**config.mk**
```make
export PLATFORM = sky130hd
export DESIGN_NAME = sprite_fetch_ctrl_flat
export DESIGN_NICKNAME = d
export VERILOG_FILES = /design/src/rtl/xosera_pkg.sv /design/src/rtl/sprite_fetch_ctrl_if.sv /design/src/rtl/sprite_linebuf.sv /design/src/rtl/sprite_fetch_ctrl.sv /design/src/flat_wrapper.sv
export SDC_FILE = /design/constraint.sdc
export NUM_CORES = 1
export LEC_CHECK = 0
export ABC_CLOCK_PERIOD_IN_PS = 8400
export BUFFER_PORTS_ARGS = -buffer_cell sky130_fd_sc_hd__buf_2
export CAP_MARGIN = 30
export CORE_MARGIN = 2
export CORE_UTILIZATION = 28
export DETAILED_ROUTE_END_ITERATION = 7
export GPL_TIMING_DRIVEN = 1
export PLACE_DENSITY_LB_ADDON = 0.1
export SLEW_MARGIN = 25
export SYNTH_ARGS = -nofsm -noshare
export SYNTH_HDL_FRONTEND = slang
export SYNTH_SLANG_ARGS = --single-unit
```
**constraint.sdc**
```tcl
create_clock -name clk -period 8.4 [get_ports clk]
set_clock_uncertainty 0.1 [all_clocks]
set_input_delay 1.26 -clock clk [delete_from_list [all_inputs] [get_ports clk]]
set_output_delay 1.26 -clock clk [all_outputs]
set_load 0.02 [all_outputs]
```
**src/rtl/xosera_pkg.sv**
```systemverilog
// Shared sprite geometry, FSM state encoding and nibble select helper for the
// sprite scanline fetch path.
package xosera_pkg;

  localparam int SPRITE_ROWS = 32;
  localparam int SPRITE_WPR  = 8;
  localparam int SPRITE_PIX  = 32;

  typedef enum logic [2:0] {IDLE, FETCH, CAPTURE, READY, SHIFT} spr_state_t;

  // sel 0 is the leftmost pixel of a word (bits 15:12)
  function automatic logic [3:0] nib_of(input logic [15:0] w, input logic [1:0] sel);
    case (sel)
      2'd0:    nib_of = w[15:12];
      2'd1:    nib_of = w[11:8];
      2'd2:    nib_of = w[7:4];
      default: nib_of = w[3:0];
    endcase
  endfunction

endpackage

```
**src/rtl/sprite_fetch_ctrl_if.sv**
```systemverilog
// Sprite BRAM read port plus pixel output bundle between the fetch controller
// (master) and its BRAM / colour-stage neighbours (slave).
interface sprite_fetch_ctrl_if;

  logic        spr_rd_en_o;
  logic [7:0]  spr_rd_addr_o;
  logic [15:0] spr_rd_data_i;
  logic [3:0]  pixel_o;
  logic        pixel_valid_o;
  logic        busy_o;

  modport master (
    output spr_rd_en_o, spr_rd_addr_o, pixel_o, pixel_valid_o, busy_o,
    input  spr_rd_data_i
  );

  modport slave (
    input  spr_rd_en_o, spr_rd_addr_o, pixel_o, pixel_valid_o, busy_o,
    output spr_rd_data_i
  );

endinterface

```
**src/rtl/sprite_linebuf.sv**
```systemverilog
// 8x16 sprite row buffer with nibble read by pixel index.
// SPRITE_HFLIP_EN adds the horizontal flip select on the read side.
module sprite_linebuf
  import xosera_pkg::*;
(
  input  logic        clk,
  input  logic        rst,
  input  logic        wr_en,
  input  logic [2:0]  wr_idx,
  input  logic [15:0] wr_data,
  input  logic [4:0]  rd_idx,
`ifdef SPRITE_HFLIP_EN
  input  logic        hflip,
`endif
  output logic [3:0]  rd_nib
);

  logic [15:0] row_buf [SPRITE_WPR];
  logic [4:0]  eff_idx;

`ifdef SPRITE_HFLIP_EN
  // mirrored index 31-i walks word7[3:0] first
  assign eff_idx = hflip ? ~rd_idx : rd_idx;
`else
  assign eff_idx = rd_idx;
`endif

  always_ff @(posedge clk or posedge rst) begin
    if (rst) begin
      for (int i = 0; i < SPRITE_WPR; i++) row_buf[i] <= '0;
    end else if (wr_en) begin
      row_buf[wr_idx] <= wr_data;
    end
  end

  assign rd_nib = nib_of(row_buf[eff_idx[4:2]], eff_idx[1:0]);

endmodule

```
**src/rtl/sprite_fetch_ctrl.sv**
```systemverilog
// Scanline sprite fetch sequencer: row hit test, 8-word BRAM fetch, 32-pixel
// serializer. Build option SPRITE_HFLIP_EN adds hflip_i.
//
// state   | meaning
// IDLE    | no sprite on this line / line finished
// FETCH   | issuing BRAM reads for words 0..7
// CAPTURE | last read word landing in the row buffer
// READY   | buffer full, waiting for h_count == sprite X on a pixel strobe
// SHIFT   | emitting one nibble per pixel strobe
module sprite_fetch_ctrl
  import xosera_pkg::*;
#(
  parameter int         COORD_W    = 11,
  parameter logic [3:0] TRANSP_IDX = 4'd0
) (
  input  logic               clk,
  input  logic               reset_i,
  input  logic               line_start_i,
  input  logic [COORD_W-1:0] h_count_i,
  input  logic [COORD_W-1:0] v_count_i,
  input  logic               pix_en_i,
  input  logic               sprite_en_i,
  input  logic [COORD_W-1:0] sprite_x_i,
  input  logic [COORD_W-1:0] sprite_y_i,
`ifdef SPRITE_HFLIP_EN
  input  logic               hflip_i,
`endif
  sprite_fetch_ctrl_if.master bus
);

  localparam logic [2:0] ST_IDLE    = IDLE;
  localparam logic [2:0] ST_FETCH   = FETCH;
  localparam logic [2:0] ST_CAPTURE = CAPTURE;
  localparam logic [2:0] ST_READY   = READY;
  localparam logic [2:0] ST_SHIFT   = SHIFT;

  logic [2:0]         state;
  logic [2:0]         word;
  logic [4:0]         row_q;
  logic [COORD_W-1:0] x_q;
  logic [5:0]         pix_cnt;
  logic               wr_en_q;
  logic [2:0]         wr_idx_q;
  logic [3:0]         pixel_q;
  logic               pixel_valid_q;

  logic [COORD_W-1:0] row_full;
  logic               hit;
  logic [3:0]         buf_nib;
  logic               opaque;

  // modulo subtract: lines above the sprite wrap to large values and miss
  assign row_full = v_count_i - sprite_y_i;
  assign hit      = sprite_en_i && (row_full < COORD_W'(SPRITE_ROWS));
  assign opaque   = (buf_nib != TRANSP_IDX);

  always_ff @(posedge clk or posedge reset_i) begin
    if (reset_i) begin
      state         <= ST_IDLE;
      word          <= '0;
      row_q         <= '0;
      x_q           <= '0;
      pix_cnt       <= '0;
      wr_en_q       <= 1'b0;
      wr_idx_q      <= '0;
      pixel_q       <= '0;
      pixel_valid_q <= 1'b0;
    end else begin
      // read data trails the address by one clock
      wr_en_q  <= (state == ST_FETCH);
      wr_idx_q <= word;

      if (line_start_i) begin
        x_q           <= sprite_x_i;
        row_q         <= row_full[4:0];
        word          <= '0;
        pix_cnt       <= '0;
        pixel_q       <= '0;
        pixel_valid_q <= 1'b0;
        state         <= hit ? ST_FETCH : ST_IDLE;
      end else begin
        case (state)
          ST_FETCH: begin
            word <= word + 3'd1;
            if (word == 3'(SPRITE_WPR - 1)) state <= ST_CAPTURE;
          end
          ST_CAPTURE: state <= ST_READY;
          ST_READY: begin
            if ((h_count_i == x_q) && pix_en_i) begin
              pixel_q       <= buf_nib;
              pixel_valid_q <= opaque;
              pix_cnt       <= pix_cnt + 6'd1;
              state         <= ST_SHIFT;
            end
          end
          ST_SHIFT: begin
            if (pix_en_i) begin
              if (pix_cnt == 6'(SPRITE_PIX)) begin
                pixel_q       <= '0;
                pixel_valid_q <= 1'b0;
                pix_cnt       <= '0;
                state         <= ST_IDLE;
              end else begin
                pixel_q       <= buf_nib;
                pixel_valid_q <= opaque;
                pix_cnt       <= pix_cnt + 6'd1;
              end
            end
          end
          default: state <= ST_IDLE;
        endcase
      end
    end
  end

`ifdef SPRITE_HFLIP_EN
  logic hflip_q;

  always_ff @(posedge clk or posedge reset_i) begin
    if (reset_i)           hflip_q <= 1'b0;
    else if (line_start_i) hflip_q <= hflip_i;
  end
`endif

  sprite_linebuf u_linebuf (
    .clk     (clk),
    .rst     (reset_i),
    .wr_en   (wr_en_q),
    .wr_idx  (wr_idx_q),
    .wr_data (bus.spr_rd_data_i),
    .rd_idx  (pix_cnt[4:0]),
`ifdef SPRITE_HFLIP_EN
    .hflip   (hflip_q),
`endif
    .rd_nib  (buf_nib)
  );

  assign bus.spr_rd_en_o   = (state == ST_FETCH);
  assign bus.spr_rd_addr_o = (state == ST_FETCH) ? {row_q, word} : 8'h00;
  assign bus.pixel_o       = pixel_q;
  assign bus.pixel_valid_o = pixel_valid_q;
  assign bus.busy_o        = (state == ST_FETCH) || (state == ST_CAPTURE) ||
                             (state == ST_SHIFT);

endmodule

```
**src/flat_wrapper.sv**
```systemverilog
// flat-port wrapper written by rule: the top's interface ports become plain ports
module sprite_fetch_ctrl_flat import xosera_pkg::*;
#(
  parameter int         COORD_W    = 11,
  parameter logic [3:0] TRANSP_IDX = 4'd0
)
  (clk, reset_i, line_start_i, h_count_i, v_count_i, pix_en_i, sprite_en_i, sprite_x_i, sprite_y_i, bus_spr_rd_en_o, bus_spr_rd_addr_o, bus_pixel_o, bus_pixel_valid_o, bus_busy_o, bus_spr_rd_data_i);
  sprite_fetch_ctrl_if bus_i ();
  input  logic clk;
  input  logic reset_i;
  input  logic line_start_i;
  input  logic [COORD_W-1:0] h_count_i;
  input  logic [COORD_W-1:0] v_count_i;
  input  logic pix_en_i;
  input  logic sprite_en_i;
  input  logic [COORD_W-1:0] sprite_x_i;
  input  logic [COORD_W-1:0] sprite_y_i;
  output wire logic [$bits(bus_i.spr_rd_en_o)-1:0] bus_spr_rd_en_o;
  output wire logic [$bits(bus_i.spr_rd_addr_o)-1:0] bus_spr_rd_addr_o;
  output wire logic [$bits(bus_i.pixel_o)-1:0] bus_pixel_o;
  output wire logic [$bits(bus_i.pixel_valid_o)-1:0] bus_pixel_valid_o;
  output wire logic [$bits(bus_i.busy_o)-1:0] bus_busy_o;
  input wire logic [$bits(bus_i.spr_rd_data_i)-1:0] bus_spr_rd_data_i;
  assign bus_spr_rd_en_o = bus_i.spr_rd_en_o;
  assign bus_spr_rd_addr_o = bus_i.spr_rd_addr_o;
  assign bus_pixel_o = bus_i.pixel_o;
  assign bus_pixel_valid_o = bus_i.pixel_valid_o;
  assign bus_busy_o = bus_i.busy_o;
  assign bus_i.spr_rd_data_i = bus_spr_rd_data_i;
  sprite_fetch_ctrl #(.COORD_W(COORD_W), .TRANSP_IDX(TRANSP_IDX)) u_core (.clk(clk), .reset_i(reset_i), .line_start_i(line_start_i), .h_count_i(h_count_i), .v_count_i(v_count_i), .pix_en_i(pix_en_i), .sprite_en_i(sprite_en_i), .sprite_x_i(sprite_x_i), .sprite_y_i(sprite_y_i), .bus(bus_i));
endmodule
```
# Yosys cells after proc, flatten, opt, wreduce, memory -nomap -nowiden

Index checks and enable logic that the tools add are counted.

Output and inout port bits: 15
Flip-flop bits (word level): 165
Word-level logic and storage cells: 82

Eq/ne operators: 13
Add/sub/neg operators: 3
Magnitude comparators: 4
Mux-type cells: 32
Reduce and logical (&&, ||, !) cells: 11
Bitwise logic cells: 2

Operators by type and width:

| operator            | count |
|---|---|
| $bwmux 128          | 1 |
| $bmux 16 s3         | 1 |
| $demux 16 s3        | 1 |
| $mux 16             | 3 |
| $mux 6              | 4 |
| $mux 3              | 7 |
| $mux 4              | 4 |
| $pmux 3 s4          | 1 |
| $pmux 4 s3          | 1 |
| $pmux 6 s2          | 1 |
| $eq 11x11->1        | 1 |
| $lt 11x6->1 const B | 1 |
| $sub 11x11->11      | 1 |
| $ne 3x2->1 const B  | 3 |
| $ge 4x4->1 const B  | 2 |
| $mux 8              | 1 |
| $not 3->4           | 2 |
| $pmux 4 s2          | 1 |
| $add 6x1->6 const B | 1 |
| $eq 3x2->1 const B  | 2 |
| $eq 3x3->1 const B  | 2 |
| $eq 6x6->1 const B  | 1 |
| $mux 1              | 5 |
| $lt 4x1->1 const B  | 1 |
| 14 further kinds    | 17 |

# Logic depth before layout (Yosys ltp)

Depth after elaboration: 10
Mapped depth: 12
Gate-level depth less buffers: 12

# Cells and area by module

A second synthesis with hierarchy kept.

Cells, all modules: 625
Area, all modules: 8,230.4 sq um

Modules (own cells, without submodules):

| module            | times used | cells an instance | area an instance (sq um) |
|---|---|---|---|
| sprite_linebuf    | 1          | 394               | 5,928.2 |
| sprite_fetch_ctrl | 1          | 231               | 2,302.2 |

# Least setup slack after synthesis

No wires, ideal clock.

Kind: in2reg
From: input v_count_i[0]
To: register u_core.state[0]
Stages: 11
Arrival time: 3.297 ns
Required time: 8.190 ns
Path buffers: 0
Path slack: 4.893 ns
Setup time: 0.110 ns
Path through: inv_1 -> ha_1 -> inv_1 -> fa_1 -> a21o_1 -> a21oi_1 -> nor2b_1 -> o31ai_1 -> o221ai_1 -> and3_1 -> o41ai_1

Cells in the longest elaborated chain, start to end: 5

RTL lines:

| item                 | line                    | RTL |
|---|---|---|
| start, declared      | flat_wrapper.sv:13      | `input logic [COORD_W-1:0] v_count_i;` |
| $sub 11x11->11       | sprite_fetch_ctrl.sv:53 | `assign row_full = v_count_i - sprite_y_i;` |
| $lt 11x6->1          | sprite_fetch_ctrl.sv:54 | `assign hit = sprite_en_i && (row_full < COORD_W'(SPRITE_ROWS));` |
| $logic_and 1x1->1    | sprite_fetch_ctrl.sv:54 |  |
| $mux 1               | sprite_fetch_ctrl.sv:80 | `state <= hit ? ST_FETCH : ST_IDLE;` |
| $mux 3               | sprite_fetch_ctrl.sv:73 | `if (line_start_i) begin` |
| end signal, assigned | sprite_fetch_ctrl.sv:80 |  |
| end, declared        | sprite_fetch_ctrl.sv:37 | `logic [2:0] state;` |

No other way between the ends.
A chain may end at the register's enable or synchronous reset.

# Worst setup path in the final report

Ends and elaborated chain as after synthesis.

==> flow_metrics.py <==
metrics = {
    "final_layout": {
        "fin_util": 0.332,
        "fin_nets": 755,
        "area_delta_synth_final_pct": 17.5,
        "drive_gt1_frac": 0.458,
        "antenna_cells": 0,
        "num-fill-cells": 2908,
        "fin_cells": 1070,
    },
    "sta": {
        "min_period_ps": 3430,
        "hold_ws_ps": 332,
        "rsz0062_at_grt": "no",
        "clock.fmax_mhz": 292,
        "relSlewSlack": 0.512,
        "finalMaxSlewViolations": 0,
        "hold_violations": 0,
        "fin_tns_setup_ps": 0,
        "fin_ws_ps": 4970,
        "setup_viol": 0,
        "period_share": 0.408,
        "tightest_slew_ps": 732,
    },
    "global_route": {
        "antenna_found_initial": 2,
        "grt-busiest-layer": "met2",
        "gr-usage-met2": 0.227,
        "grt_max_degree": 96,
        "use_met3": 0.0390,
        "grt_pass1_wl_um": 31800,
        "grt_pass1_vias": 5535,
        "grt_usage": 0.140,
        "use_met1": 0.183,
        "grt-ovfl-total": 0,
    },
    "die": {
        "die_height_um": 174,
        "rows": 62,
        "start_util": 0.282,
        "die_area_sq_um": 30200,
        "ios": 80,
        "core_sq_um": 28500,
        "fp.dieW_um": 174,
    },
    "synth": {
        "synth_area_per_cell_sq_um": 13.6,
        "synth-seq-area-share": 0.512,
        "syn_inst": 593,
        "synth_cell_types": 53,
        "synth_ff_type": "dfrtp_1",
        "synthMuxAreaShare": 0.295,
        "netlist.area_leader.share": 0.512,
        "synth_compound_area_frac": 0.0622,
        "synth-xor-area-share": 0.0228,
        "ys_ff_latch": 165,
        "synth_top_cell_by_area": "dfrtp_1",
        "async_flop_share": 1.00,
        "synth_top_cells_by_count": "165 x dfrtp_1, 154 x mux2_2, 24 x mux4_2",
        "syn_area_sq_um": 8060,
        "yosysWarnings": 0,
        "yosysMostFrequentCell": "dfrtp_1",
        "synth_edf_count": 0,
        "yosys.area_share.simple": 0.0542,
        "synth_nets": 675,
        "yosys.area_share.adder": 0.0273,
        "netlist_top_cells_area": "dfrtp_1 51%, mux2_2 22%, mux4_2 6.7%, ha_1 2.5%, xor2_1 1.3%",
        "synth_top_family_by_area": "multiplexers",
    },
    "setup_path": {
        "reg2reg_to": "u_core.bus.pixel_valid_o$_DFFE_PP0P_",
        "crit_path_max_fanout": 3,
        "worstPathArrival_ps": 3640,
        "path_class": "input pin to flop",
        "ff2ff_path_depth": 8,
        "timing.rr.start": "u_core.pix_cnt[2]$_DFFE_PP0P_",
        "start_kind": "input pin",
        "cp-end-kind": "flop",
        "rrSetupSlack_ps": 5400,
        "cp_data_required_time_ps": 8620,
    },
    "power": {
        "swShare": 0.277,
        "p_sw_uw": 558,
        "power.density_nw_per_um2": 212,
        "clock_power_share": 0.361,
        "leakagePower_uw": 0.00417,
        "power_frac_comb": 0.178,
        "worst_ir_drop_vdd_mv": 0.124,
        "pwr-share-seq": 0.461,
        "p_int_uw": 1450,
    },
    "min_path": {
        "worstHoldPathType": "flop to flop",
        "hp-start": "u_core.word[1]$_DFFE_PP0P_",
        "hold_depth": 0,
        "min_to": "u_core.wr_idx_q[1]$_DFF_PP0_",
    },
    "clock_tree": {
        "post_cts_buffers": 0,
        "worstSkewPairLatency_ps": 430,
        "tritoncts": "done",
        "path_clk_slew_ps": 70,
        "cts_root_buf": "clkbuf_16",
        "ctsResizeCount": 0,
        "cts_buffers": 17,
        "cts_buffer_depth": 2,
        "cts_hold_buf": 0,
        "h-tree-depth": 4,
        "clkSinkCount": 165,
    },
    "detailed_routing": {
        "vias_per_cell": 4.75,
        "firstDrtPassIters": 5,
        "drc": 0,
        "totalWireLength_um": 20000,
        "drt_iter0_drc": 207,
        "ant_nets": 0,
        "via_count": 5085,
        "wl_per_cell_um": 18.7,
    },
    "flow_run": {
        "cap_violations": 0,
    },
    "placed_design": {
        "port_buffers": 79,
        "post-place-ws_ps": 4520,
        "dp_cells": 1036,
        "hpwl_um": 12600,
        "place_congestion": 0.732,
    },
    "run_status": {
        "status": "completed",
    },
}
==> critical path: stages <==
cell and delay (ps):
buf_2 90, inv_1 50, ha_1 160, inv_1 60, fa_1 410, a21o_1 170, a21oi_1 220, nor2b_1 80
o31ai_1 390, o221ai_1 230, and3_1 220, o41ai_1 320
==> flip-flops by register name, indices dropped and copies added (netlist names) <==
name                      count
u_core.row_q                  5
u_core.word                   3
u_core.pix_cnt                6
u_core.wr_idx_q               3
u_core.bus.pixel_valid_o      1
u_core.u_linebuf.row_buf    128
u_core.bus.pixel_o            4
u_core.x_q                   11
u_core.wr_en_q                1
u_core.state                  3
==> cells in the final DEF (no fill, tap or decap), drive strengths merged, types with 2 or more instances in the layout <==
master    count
nand3         6
and2         10
nand4b        3
a221oi        4
mux2i        10
xor2         12
nor4          4
buf          93
clkbuf       19
a21o          2
dfrtp       165
a32oi         4
nand2b        3
a21oi        15
clkinvlp      3
ha           16
o41ai         2
nor3          6
xnor2         9
a21boi        5
nand4         4
nor2         13
nor3b         3
nand2        16
o21ai        19
a22o          6
a31oi         3
mux4         24
a22oi         6
mux2        154
nor2b         5
or2           3
inv          21
clkinv        6
o31ai         2
==> power groups by stage <==
stage               Clock (uW)  Combinational [uW]  Sequential (uW)
global placement             0                 354              936
detailed placement           0                 362              943
finish                     725                 358              928
CTS                        755                 363              928
floorplan                    0                 253              935
global route               795                 395              938
==> cell families (layout without fill, tap and decap cells) <==
group	count (synthesis)	count (layout)
compound gates	74	74
xor+xnor	21	21
fa+ha+maj	17	17
buf+inv	49	142
flops	165	165
mux	188	188
simple gates	79	79
==> final cells by class <==
type,count,area (sq um),share of cell area
sequential,165,4130,0.436
multi-input combinational,379,3730,0.393
inverter,17,68.8,0.00726
timing repair buffer,93,524,0.0553
clock buffer,19,443,0.0468
tap,384,480,0.0507
clock inverter,13,98.8,0.0104
==> stage by stage <==
stage / power (uW) / instance area, sq um
2_1_floorplan: 1190 / 8060
3_3_place_gp: 1290 / 8890
3_5_place_dp: 1300 / 8890
4_1_cts: 2050 / 9430
5_1_grt: 2130 / 9470
6_report: 2010 / 9470
==> per-layer routing <==
| layer | up-vias | wire length, um |
|---|---|---|
| li1 | 2351 | - |
| met1 | 2642 | 9410 |
| met2 | 72 | 9650 |
| met3 | 16 | 700 |
| met4 | 4 | 208 |
| met5 | - | 30 |
==> how the worst max path moves through the flow <==
stage	startpoint	endpoint	slack, ps	cells past startpoint
after floorplan	reset_i	u_core.bus.pixel_o[0]$_DFFE_PP0P_	2580	1
after global placement	v_count_i[0]	u_core.state[0]$_DFFE_PP0P_	4620	12
after detailed placement	v_count_i[0]	u_core.state[0]$_DFFE_PP0P_	4520	12
after CTS	u_core.state[1]$_DFFE_PP0P_	bus_spr_rd_addr_o[7]	4790	4
after global routing	v_count_i[0]	u_core.state[0]$_DFFE_PP0P_	4720	13
final	v_count_i[0]	u_core.state[0]$_DFFE_PP0P_	4970	12
Power figures use the tool's default switching activity.
